## src/rtl/alu_arbiter_2ch.sv

```systemverilog
// alu_arbiter_2ch
// Two requesters share one W-bit ALU. A round-robin arbiter grants one
// request at a time. A three-state FSM (IDLE -> EXEC -> RESP) runs the
// single operation in flight and returns its result to the owning channel.
//
// Ports:
//   clk        rising-edge clock
//   rst        synchronous active-high reset
//   req_valid  [1:0]    per-channel request valid
//   req_ready  [1:0]    per-channel request accept (combinational, IDLE only)
//   req_a      [2*W-1:0] operand A, channel i at [i*W +: W]
//   req_b      [2*W-1:0] operand B, same packing
//   req_sel    [5:0]    opcode, channel i at [i*3 +: 3]
//   rsp_valid  [1:0]    per-channel result valid
//   rsp_ready  [1:0]    per-channel result consume
//   rsp_y      [W-1:0]  shared result
//   rsp_c               shared carry/borrow flag
//   busy                high while an operation is in EXEC or RESP
module alu_arbiter_2ch #(
  parameter int W         = 8,
  parameter bit CH0_FIRST = 1'b1
) (
  input  logic           clk,
  input  logic           rst,
  input  logic [1:0]     req_valid,
  output logic [1:0]     req_ready,
  input  logic [2*W-1:0] req_a,
  input  logic [2*W-1:0] req_b,
  input  logic [5:0]     req_sel,
  output logic [1:0]     rsp_valid,
  input  logic [1:0]     rsp_ready,
  output logic [W-1:0]   rsp_y,
  output logic           rsp_c,
  output logic           busy
);

  typedef enum logic [1:0] {
    ST_IDLE = 2'd0,
    ST_EXEC = 2'd1,
    ST_RESP = 2'd2
  } state_t;

  state_t         state_r;
  state_t         state_nxt_s;
  logic           ptr_r;        // channel that wins the next tie
  logic           owner_r;      // channel that owns the in-flight operation
  logic [W-1:0]   a_r;
  logic [W-1:0]   b_r;
  logic [2:0]     sel_r;
  logic [W-1:0]   rsp_y_r;
  logic           rsp_c_r;
  logic [1:0]     rsp_valid_r;
  logic           busy_r;
  logic [1:0]     grant_s;
  logic [W:0]     alu_res_s;

  // ALU result packed as {carry, y}; carry is only meaningful for add/sub.
  function automatic logic [W:0] alu_fn(input logic [W-1:0] a,
                                        input logic [W-1:0] b,
                                        input logic [2:0]   sel);
    logic [W:0] sum;
    logic [W:0] res;
    sum = {1'b0, a} + {1'b0, b};
    case (sel)
      3'b000:  res = sum;
      3'b001:  res = {(a < b), a - b};
      3'b010:  res = {1'b0, a & b};
      3'b011:  res = {1'b0, a | b};
      3'b100:  res = {1'b0, a ^ b};
      3'b101:  res = {1'b0, ~a};
      3'b110:  res = {1'b0, a[W-2:0], 1'b0};
      3'b111:  res = {1'b0, 1'b0, a[W-1:1]};
      default: res = {(W+1){1'b0}};
    endcase
    return res;
  endfunction

  // Round-robin grant: a lone valid channel wins; on a tie the pointer decides.
  always_comb begin
    grant_s = 2'b00;
    if (state_r == ST_IDLE) begin
      case (req_valid)
        2'b01:   grant_s = 2'b01;
        2'b10:   grant_s = 2'b10;
        2'b11:   grant_s = ptr_r ? 2'b10 : 2'b01;
        default: grant_s = 2'b00;
      endcase
    end else begin
      grant_s = 2'b00;
    end
  end

  assign req_ready = grant_s;
  assign alu_res_s = alu_fn(a_r, b_r, sel_r);

  // Next-state logic for the IDLE/EXEC/RESP sequencer.
  always_comb begin
    state_nxt_s = state_r;
    case (state_r)
      ST_IDLE: begin
        if (grant_s != 2'b00) begin
          state_nxt_s = ST_EXEC;
        end else begin
          state_nxt_s = ST_IDLE;
        end
      end
      ST_EXEC: state_nxt_s = ST_RESP;
      ST_RESP: begin
        if (rsp_ready[owner_r]) begin
          state_nxt_s = ST_IDLE;
        end else begin
          state_nxt_s = ST_RESP;
        end
      end
      default: state_nxt_s = ST_IDLE;
    endcase
  end

  // State, captured operands, registered result and handshake outputs.
  always_ff @(posedge clk) begin
    if (rst) begin
      state_r     <= ST_IDLE;
      ptr_r       <= CH0_FIRST ? 1'b0 : 1'b1;
      owner_r     <= 1'b0;
      a_r         <= {W{1'b0}};
      b_r         <= {W{1'b0}};
      sel_r       <= 3'b000;
      rsp_y_r     <= {W{1'b0}};
      rsp_c_r     <= 1'b0;
      rsp_valid_r <= 2'b00;
      busy_r      <= 1'b0;
    end else begin
      state_r <= state_nxt_s;
      case (state_r)
        ST_IDLE: begin
          if (grant_s != 2'b00) begin
            // grant_s is one-hot here, so bit 1 names the winning channel.
            owner_r <= grant_s[1];
            a_r     <= grant_s[1] ? req_a[2*W-1:W] : req_a[W-1:0];
            b_r     <= grant_s[1] ? req_b[2*W-1:W] : req_b[W-1:0];
            sel_r   <= grant_s[1] ? req_sel[5:3]   : req_sel[2:0];
            busy_r  <= 1'b1;
          end
        end
        ST_EXEC: begin
          rsp_c_r     <= alu_res_s[W];
          rsp_y_r     <= alu_res_s[W-1:0];
          rsp_valid_r <= owner_r ? 2'b10 : 2'b01;
        end
        ST_RESP: begin
          if (rsp_ready[owner_r]) begin
            rsp_valid_r <= 2'b00;
            ptr_r       <= ~owner_r;
            busy_r      <= 1'b0;
          end
        end
        default: begin
          rsp_valid_r <= 2'b00;
          busy_r      <= 1'b0;
        end
      endcase
    end
  end

  assign rsp_valid = rsp_valid_r;
  assign rsp_y     = rsp_y_r;
  assign rsp_c     = rsp_c_r;
  assign busy      = busy_r;

endmodule

```

## config.mk

```make
export PLATFORM = sky130hd
export DESIGN_NAME = alu_arbiter_2ch
export DESIGN_NICKNAME = d
export VERILOG_FILES = /design/src/rtl/alu_arbiter_2ch.sv
export SDC_FILE = /design/constraint.sdc
export NUM_CORES = 1
export LEC_CHECK = 0
export ABC_AREA = 0
export BUFFER_PORTS_ARGS = -buffer_cell sky130_fd_sc_hd__buf_2
export CELL_PAD_IN_SITES_DETAIL_PLACEMENT = 0
export CELL_PAD_IN_SITES_GLOBAL_PLACEMENT = 1
export CORE_MARGIN = 8
export CORE_UTILIZATION = 40
export CTS_BUF_LIST = sky130_fd_sc_hd__clkbuf_16
export DETAILED_ROUTE_END_ITERATION = 16
export GPL_ROUTABILITY_DRIVEN = 0
export GPL_TIMING_DRIVEN = 0
export PLACE_DENSITY = 0.92
export RECOVER_POWER = 100
export SYNTH_ARGS = -nofsm -noshare
export SYNTH_HDL_FRONTEND = slang
export SYNTH_SLANG_ARGS = --single-unit
```

## constraint.sdc

```tcl
create_clock -name clk -period 2.32 [get_ports clk]
set_input_delay 0.232 -clock clk [delete_from_list [all_inputs] [get_ports clk]]
set_output_delay 0.232 -clock clk [all_outputs]
set_load 0.01 [all_outputs]
```

## Word level (Yosys, flattened, before mapping)

Index checks and enable logic that the tools add are counted.

- Word-level logic and storage cells: 60
- Flip-flop bits (word level): 35
- Input bits: 44
- Output and inout bits: 14

- Bitwise gates (word level): 7
- Equal/unequal tests: 14
- $lt $le $gt $ge: 2
- $add $sub $neg: 2
- Muxes and demuxes: 18
- Reductions and logical operators: 7

Operator list:

| operator | number |
|---|---|
| one-hot mux 9 bit (8 select lines) | 1 |
| one-hot mux 2 bit (3 select lines) | 3 |
| two-way mux 8 bit | 2 |
| == test 3 bit (second input constant) | 4 |
| two-way mux 2 bit | 5 |
| adder 8 x 8 -> 9 bit | 1 |
| AND 8 bit | 1 |
| < comparator 8 bit | 1 |
| NOT 8 bit | 1 |
| OR 8 bit | 1 |
| subtractor 8 bit | 1 |
| XOR 8 bit | 1 |
| == test 2 bit (second input constant) | 3 |
| == test 3 x 2 -> 1 bit (second input constant) | 2 |
| AND reduction 2 bit | 3 |
| two-way mux 1 bit | 5 |
| == test 2 x 1 -> 1 bit (second input constant) | 2 |
| == test 3 x 1 -> 1 bit (second input constant) | 1 |
| zero test 3 bit | 1 |
| two-way mux 3 bit | 1 |
| NOT 1 bit | 3 |
| one-hot mux 1 bit (3 select lines) | 1 |
| AND reduction 3 bit | 1 |
| zero test 2 bit | 1 |
| 4 further kinds | 4 |

## Depth between registers and ports, before layout

- Depth in word-level cells: 6
- Gate-level depth with buffers: 10
- Mapped depth without buffers: 10

## Worst setup path after synthesis

Ideal clock, no wire load.

- Path type: reg2reg
- From: register a_r[3]
- To: register rsp_y_r[7], in the netlist rsp_y[7]
- Cell stages (with the launch flop): 9
- Data arrival time: 1979 ps
- Slack: 218 ps
- Buffers on the path: 1
- Required time: 2197 ps
- Cells stage by stage: dfxtp_1 > inv_1 > ha_1 > buf_6 > or3_4 > o21ai_2 > mux2_1 > a211oi_1 > a21oi_1

- Longest elaborated chain between the ends: 2
- Elaborated cells between the ends (all ways): 3
- Those cells by class: add/sub (2); mux (1)

Ends and longest elaborated chain:

| element | line | RTL |
|---|---|---|
| from (decl) | 47 | `logic [W-1:0] a_r;` |
| from (signal assigned) | 125 | `a_r <= {W{1'b0}};` |
| from (signal assigned) | 139 | `a_r <= grant_s[1] ? req_a[2*W-1:W] : req_a[W-1:0];` |
| subtractor 8 bit / adder 8 x 8 -> 9 bit (equally long branches) | 66, 63 |  |
| one-hot mux 9 bit (8 select lines) * | 64 | `case (sel)` |
| to (signal assigned) | 128 | `rsp_y_r <= {W{1'b0}};` |
| to (signal assigned) | 147 | `rsp_y_r <= alu_res_s[W-1:0];` |
| to (decl) | 50 | `logic [W-1:0] rsp_y_r;` |

Every way passes the cells marked *; elsewhere a longest branch is shown, timed or not.
A chain may end at the register's enable or synchronous reset.

## Worst setup path in the final report

Ends and elaborated chain as after synthesis.

==> results.py <==
metrics = {
    "critical_path": {
        "endpoint_kind": "register",
        "crit_buf_inv": 2,
        "crit_type": "reg -> reg",
        "crit_path_max_incr_delay_ps": 400,
        "critPathLaunchType": "register",
        "worstPathArrival_ps": 2400,
        "crit_chain": "inv_1 -> ha_1 -> buf_6 -> or3_4 -> o21ai_2 -> mux2_1 -> a211oi_2 -> a21oi_1",
        "critical_path_required_ps": 2480,
        "crit_path_max_fanout": 9,
        "crit_family": "compound AO/OA/AOI/OAI gates",
        "worst_path_max_delay_cell": "dfxtp_4",
    },
    "sta": {
        "fin_worst_hold_slack_ps": 206.8,
        "setup_tns_ps": 0,
        "fin_ws_ps": 85.79,
        "finClkSkew_ps": 3.614,
        "fmax_ghz": 0.4476,
        "fin_crit_sh": 0.9630,
        "setup_viol": 0,
        "period_needed_ps": 2234,
        "rsz0062_at_grt": "no",
        "worst-slew-pin-transition_ps": 579.8,
        "hold_viol_final": 0,
        "slew-limit-headroom": 0.6134,
        "maxSlewViolCount": 0,
    },
    "routing": {
        "viasPerCell": 5.547,
        "dr.first_iter.drc_count": 209,
        "first_pass_iters": 4,
        "wire_per_inst_um": 16.29,
        "vias": 2890,
        "final_antenna_net_count": 0,
        "routed_wl_um": 8486,
        "drc_errors": 0,
    },
    "yosys": {
        "synth_edf_count": 0,
        "syn_inst": 376,
        "synth_seq_cells": 35,
        "yosysSeqAreaShare": 0.2510,
        "yosysUniqueCellTypes": 51,
        "avgSynthCellArea_sq_um": 7.424,
        "yosys_warnings": 0,
        "syn-cell-area_sq_um": 2791,
        "synth_nets": 446,
        "synth_flop_cell": "dfxtp_1",
        "async_flop_share": 0,
    },
    "global_route": {
        "grt_pass1_wl_um": 13880,
        "antenna_found_initial": 0,
        "grt_max_degree": 13,
        "grt_usage": 0.1694,
        "grt_use_met2": 0.2831,
        "grtUsageMet1": 0.2154,
        "first_global_vias": 2886,
        "use_met3": 0.03631,
        "busiest_layer": "met2",
        "grt-ovfl-total": 0,
    },
    "floorplanning": {
        "coreArea_sq_um": 6756,
        "start_util": 0.4131,
        "die_h_um": 99.54,
        "dieArea_sq_um": 9907,
        "rows": 30,
        "die_w_um": 99.54,
        "io_pins": 58,
    },
    "clock_tree": {
        "hold_buffers": 0,
        "path_clk_slew_ps": 60,
        "htreeDepth": 2,
        "post_cts.repair.setup_buffers": 0,
        "cts_tree": "yes",
        "clockRootBuffer": "clkbuf_16",
        "clockBufferDepth": 2,
        "cts_resized": 4,
        "clkLatencyLatePin_ps": 280,
        "numCtsBuffers": 5,
        "clock_sinks": 35,
    },
    "pwr": {
        "power_density_nw_per_um2": 798.6,
        "p_leak_nw": 1.375,
        "power_mw": 2.692,
        "ir_drop_uv": 429.1,
    },
    "layout": {
        "instances_no_fill": 521,
        "layout_common_cells": "57 x nand2_1, 53 x nor2_1, 44 x buf_2",
        "area_growth_pct": 20.75,
        "utilization": 0.4989,
        "fin_area_sq_um": 3371,
        "finalNetCount": 510,
        "diodes": 0,
        "layout_commonest_cell": "nand2_1",
        "drive_above_1_share": 0.1859,
    },
    "worst_hold_path": {
        "hold_class": "in -> reg",
    },
    "placement": {
        "placed_area_sq_um": 3177,
        "dp_hpwl_um": 6647,
        "place_ws_ps": -87.71,
        "io_buffer_count": 57,
        "dp_cells": 513,
    },
    "status": {
        "status": "finished, final reports clean",
    },
    "flow_run": {
        "maxCapViolCount": 0,
    },
}
[where the power goes]
part           total [mW]  leakage, nW  switching, mW  internal [mW]
logic                1.12         1.00          0.660          0.464
registers           0.779        0.290         0.0936          0.685
clock network       0.789       0.0838          0.282          0.507
[routing by layer]
layer / vias up / wire (um)
met5: - / 0
met4: 0 / 84
met3: 8 / 527
met2: 96 / 4005
met1: 1348 / 3869
li1: 1438 / -
[area by class of cell]
type	instances	area (sq um)
fillers	681	3386
multi-input cells	288	1879
flip-flops and latches	35	709.4
repair buffers	57	267.8
plain buffers	27	145.1
clock buffers	5	125.1
inverters	26	100.1
well taps	80	100.1
clock inverters	3	43.79
[worst reg2reg max path, cell delays in order (launching register included)]
cell and delay [ps]:
dfxtp_4 400, inv_1 60, ha_1 290, buf_6 150
or3_4 400, o21ai_2 180, mux2_1 360, a211oi_2 230
a21oi_1 60
[state kept, by name (all words and copies together), names as in the netlist]
register	flops
a_r	8
b_r	8
busy	1
owner_r	1
ptr_r	1
rsp_c	1
rsp_valid	2
rsp_y	8
sel_r	3
state_r	2
[path summary, 6_finish.rpt]
check	start	endpoint	slack [ps]	cells after the start
min	req_a[1]	a_r[1]$_SDFFE_PP0P_	210	3
max	a_r[3]$_SDFFE_PP0P_	rsp_y[7]$_SDFFE_PP0P_	90	8
max reg2reg	a_r[3]$_SDFFE_PP0P_	rsp_y[7]$_SDFFE_PP0P_	90	8
min reg2reg	rsp_y[2]$_SDFFE_PP0P_	rsp_y[2]$_SDFFE_PP0P_	460	2
[cell usage after synthesis, drive strengths merged (4+ instances only)]
master	n	area, sq um
nand2	57	214.0
nor2	53	198.9
dfxtp	35	700.7
a21oi	26	130.1
inv	26	100.1
ha	24	300.3
a311oi	21	183.9
o21ai	18	97.59
clkbuf	14	52.55
buf	13	97.59
nand3	8	40.04
nor3	7	40.04
xnor2	7	61.31
a211oi	6	57.56
mux2i	6	60.06
nand2b	6	37.54
mux2	4	45.04
[cells by family after synthesis]
group                      share of synthesized area
and+or+nand+nor                               0.2183
DFF                                           0.2510
adders and majority gates                     0.1219
buffers and inverters                        0.08965
xor gates and xnor gates                     0.02824
AOI/OAI and AO/OA                             0.2533
muxes                                        0.03765
No activity file was read; power rests on OpenSTA's default activity.
